--- config.mk ---
export PLATFORM = sky130hd
export DESIGN_NAME = ace_port_ctrl
export DESIGN_NICKNAME = d
export VERILOG_FILES = /design/src/rtl/ace_ctrl_pkg.sv /design/src/rtl/ace_snoop_fsm.sv /design/src/rtl/ace_port_ctrl.sv
export SDC_FILE = /design/constraint.sdc
export NUM_CORES = 1
export LEC_CHECK = 0
export CORE_MARGIN = 5
export CORE_UTILIZATION = 29
export DETAILED_ROUTE_END_ITERATION = 10
export MAX_ROUTING_LAYER = met4
export SLEW_MARGIN = 10
export SYNTH_ARGS = -nofsm -noshare
export SYNTH_HDL_FRONTEND = slang
export SYNTH_SLANG_ARGS = --single-unit
--- constraint.sdc ---
create_clock -name clk -period 2.34 [get_ports clk]
set_clock_uncertainty 0.1 [all_clocks]
set_input_delay 0.468 -clock clk [delete_from_list [all_inputs] [get_ports clk]]
set_output_delay 0.468 -clock clk [all_outputs]
set_load 0.005 [all_outputs]
--- src/rtl/ace_ctrl_pkg.sv ---
// Shared opcode, state encodings and sizing helper for the ACE master-port controller.
package ace_ctrl_pkg;

  localparam int unsigned OP_W = 2;

  // Cache request opcodes; OP_RESERVED is rejected with err.
  typedef enum logic [OP_W-1:0] {
    OP_READ_SHARED = 2'd0,
    OP_MAKE_UNIQUE = 2'd1,
    OP_WRITE_CLEAN = 2'd2,
    OP_RESERVED    = 2'd3
  } ace_op_t;

  // Request channel FSM.
  typedef enum logic [2:0] {
    RQ_IDLE = 3'd0,
    RQ_AR   = 3'd1,
    RQ_R    = 3'd2,
    RQ_AW   = 3'd3,
    RQ_W    = 3'd4,
    RQ_B    = 3'd5
  } req_state_t;

  // Snoop channel FSM.
  typedef enum logic [1:0] {
    S_IDLE   = 2'd0,
    S_LOOKUP = 2'd1,
    S_RESP   = 2'd2
  } snoop_state_t;

  // Index width for a counter over n values, never below one bit.
  function automatic int unsigned idx_width(input int unsigned n);
    return (n > 1) ? $clog2(n) : 1;
  endfunction

endpackage

--- src/rtl/ace_snoop_fsm.sv ---
// Snoop side of the ACE port: AC accept, tag lookup, CR response and optional CD burst.
module ace_snoop_fsm
  import ace_ctrl_pkg::*;
#(
  parameter int unsigned BURST_LEN = 4,
  localparam int unsigned BEAT_W = idx_width(BURST_LEN)
) (
  input  logic              clk,
  input  logic              rst_n,
  input  logic              AC_VALID,
  output logic              AC_READY,
  output logic              CR_VALID,
  input  logic              CR_READY,
  output logic              CD_VALID,
  input  logic              CD_READY,
  output logic              CD_LAST,
  output logic              ac_enable,
  input  logic              snoop_miss,
  input  logic              invalid,
  input  logic              response,
  input  logic              response_data,
  output logic [BEAT_W-1:0] snoop_beat
);

  localparam logic [BEAT_W-1:0] BEAT_LAST = BEAT_W'(BURST_LEN - 1);

  snoop_state_t      state_q, state_d;
  logic              need_q, need_d;
  logic              cr_done_q, cr_done_d;
  logic              cd_done_q, cd_done_d;
  logic [BEAT_W-1:0] sbeat_q, sbeat_d;
  logic              cr_fin, cd_fin;

  // The CR response itself is not encoded here; only the data decision matters.
  logic unused_response;
  assign unused_response = response;

  assign snoop_beat = sbeat_q;

  // State and completion-flag registers.
  always_ff @(posedge clk or negedge rst_n) begin
    if (!rst_n) begin
      state_q   <= S_IDLE;
      need_q    <= 1'b0;
      cr_done_q <= 1'b0;
      cd_done_q <= 1'b0;
      sbeat_q   <= '0;
    end else begin
      state_q   <= state_d;
      need_q    <= need_d;
      cr_done_q <= cr_done_d;
      cd_done_q <= cd_done_d;
      sbeat_q   <= sbeat_d;
    end
  end

  // Next-state and Moore outputs; CR and CD finish independently.
  always_comb begin
    state_d   = state_q;
    need_d    = need_q;
    cr_done_d = cr_done_q;
    cd_done_d = cd_done_q;
    sbeat_d   = sbeat_q;
    AC_READY  = 1'b0;
    ac_enable = 1'b0;
    CR_VALID  = 1'b0;
    CD_VALID  = 1'b0;
    CD_LAST   = 1'b0;
    cr_fin    = 1'b0;
    cd_fin    = 1'b0;

    case (state_q)
      S_IDLE: begin
        AC_READY = 1'b1;
        if (AC_VALID) begin
          ac_enable = 1'b1;
          state_d   = S_LOOKUP;
        end
      end

      S_LOOKUP: begin
        need_d    = response_data & ~(snoop_miss | invalid);
        cr_done_d = 1'b0;
        cd_done_d = ~need_d;
        sbeat_d   = '0;
        state_d   = S_RESP;
      end

      S_RESP: begin
        CR_VALID = ~cr_done_q;
        CD_VALID = need_q & ~cd_done_q;
        CD_LAST  = CD_VALID & (sbeat_q == BEAT_LAST);
        if (CD_VALID && CD_READY) begin
          sbeat_d = (sbeat_q == BEAT_LAST) ? '0 : sbeat_q + BEAT_W'(1);
        end
        cr_fin    = cr_done_q | (CR_VALID & CR_READY);
        cd_fin    = cd_done_q | (CD_VALID & CD_READY & CD_LAST);
        cr_done_d = cr_fin;
        cd_done_d = cd_fin;
        if (cr_fin && cd_fin) begin
          state_d = S_IDLE;
        end
      end

      default: state_d = S_IDLE;
    endcase
  end

endmodule

--- src/rtl/ace_port_ctrl.sv ---
// ACE master-port controller: request FSM with bounded retry plus an independent snoop FSM.
module ace_port_ctrl
  import ace_ctrl_pkg::*;
#(
  parameter int unsigned BURST_LEN = 4,
  parameter int unsigned MAX_RETRY = 3,
  localparam int unsigned BEAT_W = idx_width(BURST_LEN)
) (
  input  logic              clk,
  input  logic              rst_n,
  input  logic              req_valid,
  input  logic [OP_W-1:0]   req_op,
  output logic              req_ready,
  output logic              done,
  output logic              err,
  output logic [OP_W-1:0]   op_o,
  output logic [BEAT_W-1:0] beat,
  output logic              read_resp_en,
  input  logic              B_okay,
  input  logic              R_okay,
  output logic              AW_VALID,
  input  logic              AW_READY,
  output logic              W_VALID,
  input  logic              W_READY,
  output logic              W_LAST,
  input  logic              B_VALID,
  output logic              B_READY,
  output logic              AR_VALID,
  input  logic              AR_READY,
  input  logic              R_VALID,
  output logic              R_READY,
  input  logic              R_LAST,
  input  logic              AC_VALID,
  output logic              AC_READY,
  output logic              CR_VALID,
  input  logic              CR_READY,
  output logic              CD_VALID,
  input  logic              CD_READY,
  output logic              CD_LAST,
  output logic              ac_enable,
  input  logic              snoop_miss,
  input  logic              invalid,
  input  logic              response,
  input  logic              response_data,
  output logic [BEAT_W-1:0] snoop_beat
);

  localparam int unsigned       RETRY_W   = idx_width(MAX_RETRY + 1);
  localparam logic [BEAT_W-1:0]  BEAT_LAST = BEAT_W'(BURST_LEN - 1);
  localparam logic [RETRY_W-1:0] RETRY_LIM = RETRY_W'(MAX_RETRY);

  req_state_t         state_q, state_d;
  logic [OP_W-1:0]    op_q, op_d;
  logic [BEAT_W-1:0]  beat_q, beat_d, beat_inc;
  logic [RETRY_W-1:0] retry_q, retry_d;
  logic               fail_q, fail_d, fail_now;
  logic               done_q, done_d;
  logic               err_q, err_d;

  assign done     = done_q;
  assign err      = err_q;
  assign op_o     = op_q;
  assign beat     = beat_q;
  assign beat_inc = (beat_q == BEAT_LAST) ? '0 : beat_q + BEAT_W'(1);

  // Request state, counters and completion pulses.
  always_ff @(posedge clk or negedge rst_n) begin
    if (!rst_n) begin
      state_q <= RQ_IDLE;
      op_q    <= '0;
      beat_q  <= '0;
      retry_q <= '0;
      fail_q  <= 1'b0;
      done_q  <= 1'b0;
      err_q   <= 1'b0;
    end else begin
      state_q <= state_d;
      op_q    <= op_d;
      beat_q  <= beat_d;
      retry_q <= retry_d;
      fail_q  <= fail_d;
      done_q  <= done_d;
      err_q   <= err_d;
    end
  end

  // Request next-state; a failed burst retries from its address phase until the limit.
  always_comb begin
    state_d      = state_q;
    op_d         = op_q;
    beat_d       = beat_q;
    retry_d      = retry_q;
    fail_d       = fail_q;
    done_d       = 1'b0;
    err_d        = 1'b0;
    fail_now     = 1'b0;
    req_ready    = 1'b0;
    AR_VALID     = 1'b0;
    R_READY      = 1'b0;
    AW_VALID     = 1'b0;
    W_VALID      = 1'b0;
    W_LAST       = 1'b0;
    B_READY      = 1'b0;
    read_resp_en = 1'b0;

    case (state_q)
      RQ_IDLE: begin
        req_ready = 1'b1;
        if (req_valid) begin
          op_d    = req_op;
          retry_d = '0;
          beat_d  = '0;
          fail_d  = 1'b0;
          case (ace_op_t'(req_op))
            OP_READ_SHARED, OP_MAKE_UNIQUE: state_d = RQ_AR;
            OP_WRITE_CLEAN:                 state_d = RQ_AW;
            default:                        err_d   = 1'b1;
          endcase
        end
      end

      RQ_AR: begin
        AR_VALID = 1'b1;
        if (AR_READY) state_d = RQ_R;
      end

      RQ_R: begin
        R_READY = 1'b1;
        if (R_VALID) begin
          read_resp_en = 1'b1;
          beat_d       = beat_inc;
          fail_now     = fail_q | ~R_okay;
          fail_d       = fail_now;
          if (R_LAST) begin
            if (!fail_now) begin
              done_d  = 1'b1;
              state_d = RQ_IDLE;
            end else if (retry_q < RETRY_LIM) begin
              retry_d = retry_q + RETRY_W'(1);
              beat_d  = '0;
              fail_d  = 1'b0;
              state_d = RQ_AR;
            end else begin
              err_d   = 1'b1;
              state_d = RQ_IDLE;
            end
          end
        end
      end

      RQ_AW: begin
        AW_VALID = 1'b1;
        if (AW_READY) state_d = RQ_W;
      end

      RQ_W: begin
        W_VALID = 1'b1;
        W_LAST  = (beat_q == BEAT_LAST);
        if (W_READY) begin
          beat_d = beat_inc;
          if (W_LAST) state_d = RQ_B;
        end
      end

      RQ_B: begin
        B_READY = 1'b1;
        if (B_VALID) begin
          fail_now = ~B_okay;
          if (!fail_now) begin
            done_d  = 1'b1;
            state_d = RQ_IDLE;
          end else if (retry_q < RETRY_LIM) begin
            retry_d = retry_q + RETRY_W'(1);
            beat_d  = '0;
            fail_d  = 1'b0;
            state_d = RQ_AW;
          end else begin
            err_d   = 1'b1;
            state_d = RQ_IDLE;
          end
        end
      end

      default: state_d = RQ_IDLE;
    endcase
  end

  // Snoop channels run on their own FSM, decoupled from request traffic.
  ace_snoop_fsm #(
    .BURST_LEN(BURST_LEN)
  ) u_snoop (
    .clk          (clk),
    .rst_n        (rst_n),
    .AC_VALID     (AC_VALID),
    .AC_READY     (AC_READY),
    .CR_VALID     (CR_VALID),
    .CR_READY     (CR_READY),
    .CD_VALID     (CD_VALID),
    .CD_READY     (CD_READY),
    .CD_LAST      (CD_LAST),
    .ac_enable    (ac_enable),
    .snoop_miss   (snoop_miss),
    .invalid      (invalid),
    .response     (response),
    .response_data(response_data),
    .snoop_beat   (snoop_beat)
  );

endmodule

==> summary.txt <==
Run status
  – Status: finished, final reports clean

Setup path
  – Critical path origin: u_snoop.state_q[0]
  – WS Path Type: flop to output pin
  – Reg2reg end: state_q[0]
  – Worst r2r src: state_q[2]
  – CP endpoint kind: output pin
  – R2R setup slack: 270 ps
  – Critical Path RT: 1770 ps
  – Critical Path End: CD_VALID
  – Startpoint Class: flop
  – Worst Path Max Fanout: 3
  – Arr. time, crit path: 1730 ps
  – R2R depth: 6

Clock network
  – H-tree depth: 1
  – Clk_lat worst skew: 260 ps
  – # clock sinks: 19
  – Worst-path clk slew: 70 ps
  – Total CTS buffers: 3
  – Clk buf depth: 2
  – CTS tree: done
  – CTS Root Cell: clkbuf_8

Detailed routing
  – Post-route ant nets: 0
  – Per-cell routed wire length: 14.7 um
  – DR iter-0 viols: 101
  – DRT Pass-1 Iters: 2
  – Vias per std cell: 5.06
  – Routed WL: 3.43 mm
  – Vias: 1183
  – DRC errors left: 0

Logic synthesis
  – Mean cell area of the mapped netlist: 9.98 um^2
  – Top cell type by total area after synthesis: dfrtp_1
  – Synth unique cells: 41
  – Area contributors post-synth: dfrtp_1 (38%), ha_1 (6.9%), mux2i_1 (4.7%)
  – Register area share after synthesis: 37.5%
  – Post-Syn Area: 1270 um^2
  – Synthesis-stage register bit count: 19
  – Synthesis Warnings: 0
  – Cells after Synth: 127
  – Share of the synthesized area in the top cell type: 37.5%
  – Syn_nets: 154

Power
  – Power Density: 1110 nW/um^2
  – Reg power frac: 26.0%
  – Cell internal pwr: 0.00131 W
  – P_leak: 0.916 nW
  – Post-route total power: 0.00211 W
  – Peak VDD IR: 474 uV
  – Clock Power Share: 11.0%
  – Logic gate share of total power: 63.0%
  – Switching share of power: 38.2%
  – Sw power: 0.000805 W

Placement
  – Post-place instance area: 1740 um^2
  – Placer Congestion: 0.816
  – Post-DP HPWL: 2.56 mm
  – PortBufs: 39

Cells and area
  – Most common cell after layout, fill and taps aside: clkdlybuf4s50_1
  – # fillers: 416
  – Area Growth Syn to Fin: 50.0%
  – Layout net count: 210
  – Final Cell Area: 1900 um^2
  – Antenna cells: 0
  – Most frequent cells in the layout: clkdlybuf4s50_1 (35), dfrtp_1 (18), buf_4 (17)
  – Share of cells above drive strength 1: 22.0%

Floorplan
  – Row count: 24
  – Ports: 41
  – Die width: 76.1 um
  – Starting Density: 29.5%
  – Core footprint: 4290 um^2
  – DIE AREA: 5790 um^2
  – Die Ht: 76.1 um

Global route
  – First-pass GRT wire length: 5.55 mm
  – GRT overflow: 0
  – Vias in the first global route: 1283
  – Tot GR Track Use: 11.6%
  – Pin count of the biggest net entering global routing: 20
  – Initial antenna violation count: 0

Min path
  – Hold_sp: op_o[0]
  – Worst Hold Class: flop to flop

Flow run
  – Max-Cap Viols: 0

Timing
  – Max-slew headroom: 77.3%
  – FMAX: 436 MHz
  – Final setup viols: 0
  – Final Hold Vio Count: 0
  – Worst Max-Slew Pin Slew: 340 ps
  – Slew Limit Fails: 0
  – Tmin final: 2290 ps
  – Setup TNS: 0 ps
  – Fin crit share: 98.0%
## critical path, stage by stage (launching register included)
cell and delay [ps]:
dfrtp_1 380, inv_1 80, ha_2 200, and3b_2 220
buf_4 110, clkdlybuf4s50_1 490
## timing repair
action,4_1_cts,5_1_grt
hold buffers,0,0
gates resized for setup,6,8
pin swaps,1,1
setup buffers,7,2
setup endpoints to repair,2,6
gates cloned,0,0
## metal layers
metal  global-route usage (%)  vias up  share of wire [%]
li1                         -      573                  -
met1                     13.1      574                 42
met2                     20.9       28                 54
met3                     1.89        8                2.9
met4                     3.50        0                1.3
met5                        -        -                  0
## power by group through the flow
stage	clock network, W	logic [W]	registers [W]
3_3_place_gp	0	0.00115	0.000549
3_5_place_dp	0	0.00118	0.000560
6_report	0.000232	0.00133	0.000549
4_1_cts	0.000242	0.00129	0.000547
5_1_grt	0.000258	0.00145	0.000568
2_1_floorplan	0	0.000764	0.000534
## how the worst min path moves through the flow
stage	endpoint	slack, ps	cells after the start
floorplan	beat[0]	70	0
global placement	fail_q	390	1
detailed placement	op_o[0]	400	1
CTS	op_o[0]	420	1
global route	op_o[1]	440	1
finish	op_o[0]	420	1
## synthesized netlist by cell type
| master | number |
|---|---|
| and2b_1 | 1 |
| dfrtp_1 | 19 |
| a21oi_1 | 4 |
| nand2b_1 | 3 |
| buf_2 | 2 |
| buf_6 | 2 |
| o31a_1 | 1 |
| ha_1 | 7 |
| mux2_1 | 4 |
| a21o_1 | 1 |
| inv_1 | 10 |
| o31ai_1 | 2 |
| o32ai_2 | 1 |
| nor2_1 | 7 |
| inv_2 | 1 |
| buf_4 | 1 |
| or3b_1 | 1 |
| nand4b_1 | 1 |
| nor3_1 | 2 |
| a32o_2 | 1 |
| and2_1 | 6 |
| o21ai_0 | 7 |
| o32ai_1 | 3 |
| o22a_1 | 1 |
| o211ai_2 | 2 |
| o211ai_1 | 1 |
| o21ai_1 | 1 |
| mux2i_1 | 6 |
| mux2_2 | 4 |
| nand3_1 | 6 |
| nand3_2 | 1 |
| and3b_1 | 2 |
| nor3b_1 | 1 |
| nand2_1 | 6 |
| o311a_1 | 1 |
| o31ai_2 | 1 |
| a22oi_1 | 1 |
| o221ai_2 | 1 |
| a2bb2oi_1 | 1 |
| a32oi_1 | 1 |
| nor2b_1 | 3 |
## flip-flops by register name, summed over array words and instances, names as in the netlist, 2 cells and up
signal,count
state_q,3
beat,2
op_o,2
retry_q,2
u_snoop.snoop_beat,2
u_snoop.state_q,2
## metrics by stage
stage | std cells | worst slack, ps | utilization (%) | hold WS (ps)
CTS | 232 | -3.58 | 43.2 | 422
finish | 234 | 45.8 | 44.3 | 416
global route | 234 | -0.219 | 44.3 | 441
global placement | 221 | 157 | 40.6 | 394
detailed placement | 221 | 150 | 40.6 | 405
floorplan | 127 | 575 | - | 72.4
## cells by family after synthesis
group / synth area share [%]
compound gates: 19.6
fa+ha+maj: 6.91
buf+inv: 6.42
flops: 37.5
mux: 11.8
simple gates: 17.7
## layout make-up
type	instances	area (um^2)	area share, %
timing repair buffer	56	528	27.8
inverter	11	43.8	2.30
clock buffer	3	41.3	2.17
tap	52	65.1	3.42
sequential	19	477	25.1
clock inverter	1	5.00	0.263
multi-input combinational	92	741	39.0
Note: power is estimated with default switching activity, not from simulation.
==> edit 1 (same flow settings) <==
The output `err` loses its register stage (`err_q` becomes a continuous assignment).
--- a/src/rtl/ace_port_ctrl.sv
+++ b/src/rtl/ace_port_ctrl.sv
@@ -72,7 +72,6 @@
       retry_q <= '0;
       fail_q  <= 1'b0;
       done_q  <= 1'b0;
-      err_q   <= 1'b0;
     end else begin
       state_q <= state_d;
       op_q    <= op_d;
@@ -80,9 +79,10 @@
       retry_q <= retry_d;
       fail_q  <= fail_d;
       done_q  <= done_d;
-      err_q   <= err_d;
     end
   end
+
+  assign err_q = err_d;
 
   // Request next-state; a failed burst retries from its address phase until the limit.
   always_comb begin
Function: changed (Yosys sat finds a counterexample within 4 cycles, from zero or initial values and one cycle with rst_n low).
==> edit 1 against the original RTL <==
Area after synthesis shrank 2.2%; critical path depth stayed put; total power down 9.6%; design area increased by 2.3%; first-iteration DRC count down 48%; sequential cell count down 1; count of clock-buffer cells in the layout is 1 higher; worst hold slack got worse by 0.0079 ns; setup slack better by 0.0072 ns; routed wire length fell by 1.0%; critical path type is now in -> out.
==> edit 1: results <==
set metrics [dict create \
    status "finished, final reports clean" \
    gp_congestion 0.8493 \
    grt_start_max_net_pins 19 \
    grtUsageTotal_pct 13.19 \
    nNetsFinal 221 \
    stdcell_count 243 \
    grt_pass1_wl_mm 5.692 \
    reg2reg_setup_slack_ns 0.44 \
    path_max_fanout 2 \
    cts_root_buf "clkbuf_8" \
    portBuffers 39 \
    min_from "op_o[1]" \
    critPathLaunch "R_okay" \
    cts_buffers 3 \
    drt-initial-drc-count 53 \
    yosys_warnings 0 \
    power.leakage_nw 0.8996 \
    synth_area_leaders "dfrtp_1 36%, ha_1 7.1%, inv_1 4.2%, o21ai_0 4.0%, mux2_2 3.6%" \
    synth_cells 133 \
    ys_seq_area_share_pct 36.33 \
    syn-num-nets 160 \
    place.detailed.hpwl_mm 2.665 \
    worstMarginPinSlew_ns 0.3102 \
    ir_drop_uv 314.8 \
    drive_gt1_share_pct 25.39 \
    slowest_delay_ns 0.45 \
    wirelength_mm 3.394 \
    synth_commonest_cells "18 x dfrtp_1, 14 x inv_1, 10 x o21ai_0, 8 x nand2_1, 8 x nand3_1" \
    synth_cell_types 39 \
    switchingPower_uw 685.0 \
    first_pass_iters 4 \
    vias 1217 \
]
edit 1: worst register-to-register path: cells and delay by family (launching register included):
kind / cells / cell delay (ns)
flip-flops: 1 / 0.46
buffers and inverters: 1 / 0.16
AO/OA/AOI/OAI: 2 / 0.43
multiplexers: 2 / 0.64
edit 1: through the flow:
| step | worst slack (ns) | power (mW) | hold slack [ns] | util [%] | instance area [um2] |
|---|---|---|---|---|---|
| final | 0.05300 | 1.908 | 0.4081 | 47.58 | 1944 |
| after detailed placement | -0.1904 | 1.552 | 0.3972 | 44.03 | 1799 |
| after global routing | 0.004940 | 2.068 | 0.4383 | 47.58 | 1944 |
| after floorplan | 0.5048 | 1.112 | 0.07241 | - | 1240 |
| after CTS | 0.003440 | 1.835 | 0.4136 | 45.90 | 1876 |
| after global placement | -0.1765 | 1.527 | 0.3957 | 44.03 | 1799 |
edit 1: what timing repair did:
action                     CTS  global route
buffers inserted             1             3
pin swaps                    2             2
setup endpoints to repair    5             6
gates resized for setup      7            12
hold buffers                 0             0
edit 1: per-layer routing:
layer,up-vias,track usage (%),wire [um]
met5,-,-,0
met2,17,21.48,1739
li1,601,-,-
met1,597,17.53,1482
met3,2,1.319,136
met4,0,3.495,36
edit 1: worst paths after layout:
kind,end,depth (start not counted)
max reg2reg,state_q[0],5
min reg2reg,op_o[1],1
min in group asynchronous,beat[1],2
max,err,5
min,op_o[1],1
max in group asynchronous,state_q[1],2
edit 1: cells by family after synthesis:
logic type,Yosys count,synth area share [%]
AND/OR/NAND/NOR,42,19.47
adder cells (fa/ha/maj),7,7.063
AO/OA/AOI/OAI,36,21.29
multiplexers,10,8.678
buffers and inverters,20,7.164
flip-flops,18,36.33
edit 1: power by group through the flow:
stage          clock (mW)  combinational [mW]  sequential (mW)
6_report            0.254                1.13            0.521
5_1_grt             0.272                1.26            0.540
3_3_place_gp            0                1.02            0.510
2_1_floorplan           0               0.619            0.494
4_1_cts             0.265                1.06            0.509
3_5_place_dp            0                1.04            0.514
edit 1: final cells by class:
type	count	area [um2]
inverters	14	52.55
repair buffers	62	589.3
clock buffers	4	55.05
fillers	379	2142
flip-flops and latches	18	454.2
multi-input cells	95	730.7
well taps	50	62.56
==> edit 2 (same flow settings) <==
Made on the original files. `BURST_LEN` is set to 4 in 2 places; all go to 2.
--- a/src/rtl/ace_snoop_fsm.sv
+++ b/src/rtl/ace_snoop_fsm.sv
@@ -2,7 +2,7 @@
 module ace_snoop_fsm
   import ace_ctrl_pkg::*;
 #(
-  parameter int unsigned BURST_LEN = 4,
+  parameter int unsigned BURST_LEN = 2,
   localparam int unsigned BEAT_W = idx_width(BURST_LEN)
 ) (
   input  logic              clk,
--- a/src/rtl/ace_port_ctrl.sv
+++ b/src/rtl/ace_port_ctrl.sv
@@ -2,7 +2,7 @@
 module ace_port_ctrl
   import ace_ctrl_pkg::*;
 #(
-  parameter int unsigned BURST_LEN = 4,
+  parameter int unsigned BURST_LEN = 2,
   parameter int unsigned MAX_RETRY = 3,
   localparam int unsigned BEAT_W = idx_width(BURST_LEN)
 ) (
Interface: changed (resized beat and snoop_beat); port bits go from 41 to 39. No check against the original RTL was run, so the function may have changed too.
==> edit 2 against the original RTL <==
Core utilization increased by 1.5 points; sequential cell count fell by 2; setup slack gained 0.029 ns; maximum frequency rose by 1.3%; area after synthesis decreased by 10%; routed wire length shrank 15%; design area shrank 10%; total power fell by 16%; synthesized cell count unchanged; sequential share of layout area is essentially flat; critical path type unchanged.
==> edit 2: results <==
set metrics [dict create \
    ir_drop_uv 404.8 \
    powerComb_mw 1.06 \
    stdcell_count 223 \
    place_area_um2 1580 \
    met1_length_mm 1.272 \
    gp_congestion 0.7546 \
    reg2reg_setup_slack_ns 0.40 \
    r2r_cells 7 \
    avgSynthCellArea_um2 8.946 \
    use_met2_pct 21.24 \
    drive_gt1_share_pct 16.00 \
    grt_pass1_vias 1161 \
    synth_area_leaders "dfrtp_1 37%, ha_1 5.5%, nand2_1 4.6%, mux2i_1 4.4%, o21ai_0 4.4%" \
    synth_commonest_cells "17 x dfrtp_1, 14 x nand2_1, 10 x inv_1, 10 x o21ai_0" \
    status "finished, final reports clean" \
    first_pass_iters 4 \
    wl_per_cell_um 13.08 \
    synth_cell_types 36 \
    dr_wl_met3_um 209 \
    dp_worst_setup_slack_ns 0.08610 \
    grt_start_max_net_pins 18 \
    path_max_fanout 7 \
    power.leakage_nw 0.7753 \
    nNetsFinal 201 \
    worst_ep_arrival_time_ns 1.70 \
    internal_power_mw 1.112 \
    drt-initial-drc-count 31 \
    min_to "fail_q" \
    fillCellCount 388 \
    grtUsageMet3_pct 2.893 \
    whs_ns 0.3880 \
    slew-limit-headroom_pct 76.32 \
    syn-num-nets 152 \
    ctsResizeCount 7 \
    synth_adder_area_share_pct 5.507 \
    max_freq_ghz 0.4415 \
    grt_pass1_wl_mm 4.968 \
    p_clk_share_pct 12.4 \
    ys_seq_area_share_pct 37.44 \
    min_from "fail_q" \
    met1_usage_pct 13.63 \
    portBuffers 37 \
    p_per_area_nw_per_um2 1037 \
    postCtsSetupBuffers 4 \
]
## edit 2: area by class of cell
cell class                      instances  area [um2]  share of cell area, %
Multi-Input combinational cell         94       654.4                  38.46
Timing Repair Buffer                   49       473.0                  27.79
Sequential cell                        17       426.7                  25.07
Tap cell                               48       60.06                  3.529
Clock buffer                            3       41.29                  2.426
Inverter                               11       41.29                  2.426
Clock inverter                          1       5.005                 0.2941
## edit 2: logic make-up after synthesis
family          after synthesis
simple gates                 47
buf+inv                      16
flops                        17
compound gates               32
fa+ha+maj                     5
mux                          10
## edit 2: worst max path at each step
stage | endpoint | cells past startpoint | slack, ns | startpoint
6_report | req_ready | 3 | 0.07 | state_q[1]
4_1_cts | CD_LAST | 5 | 0.03 | u_snoop.state_q[0]
3_5_place_dp | state_q[1] | 6 | 0.09 | R_VALID
5_1_grt | CD_LAST | 5 | 0.007 | u_snoop.state_q[0]
2_1_floorplan | W_LAST | 4 | 0.64 | state_q[0]
3_3_place_gp | state_q[1] | 6 | 0.13 | R_VALID
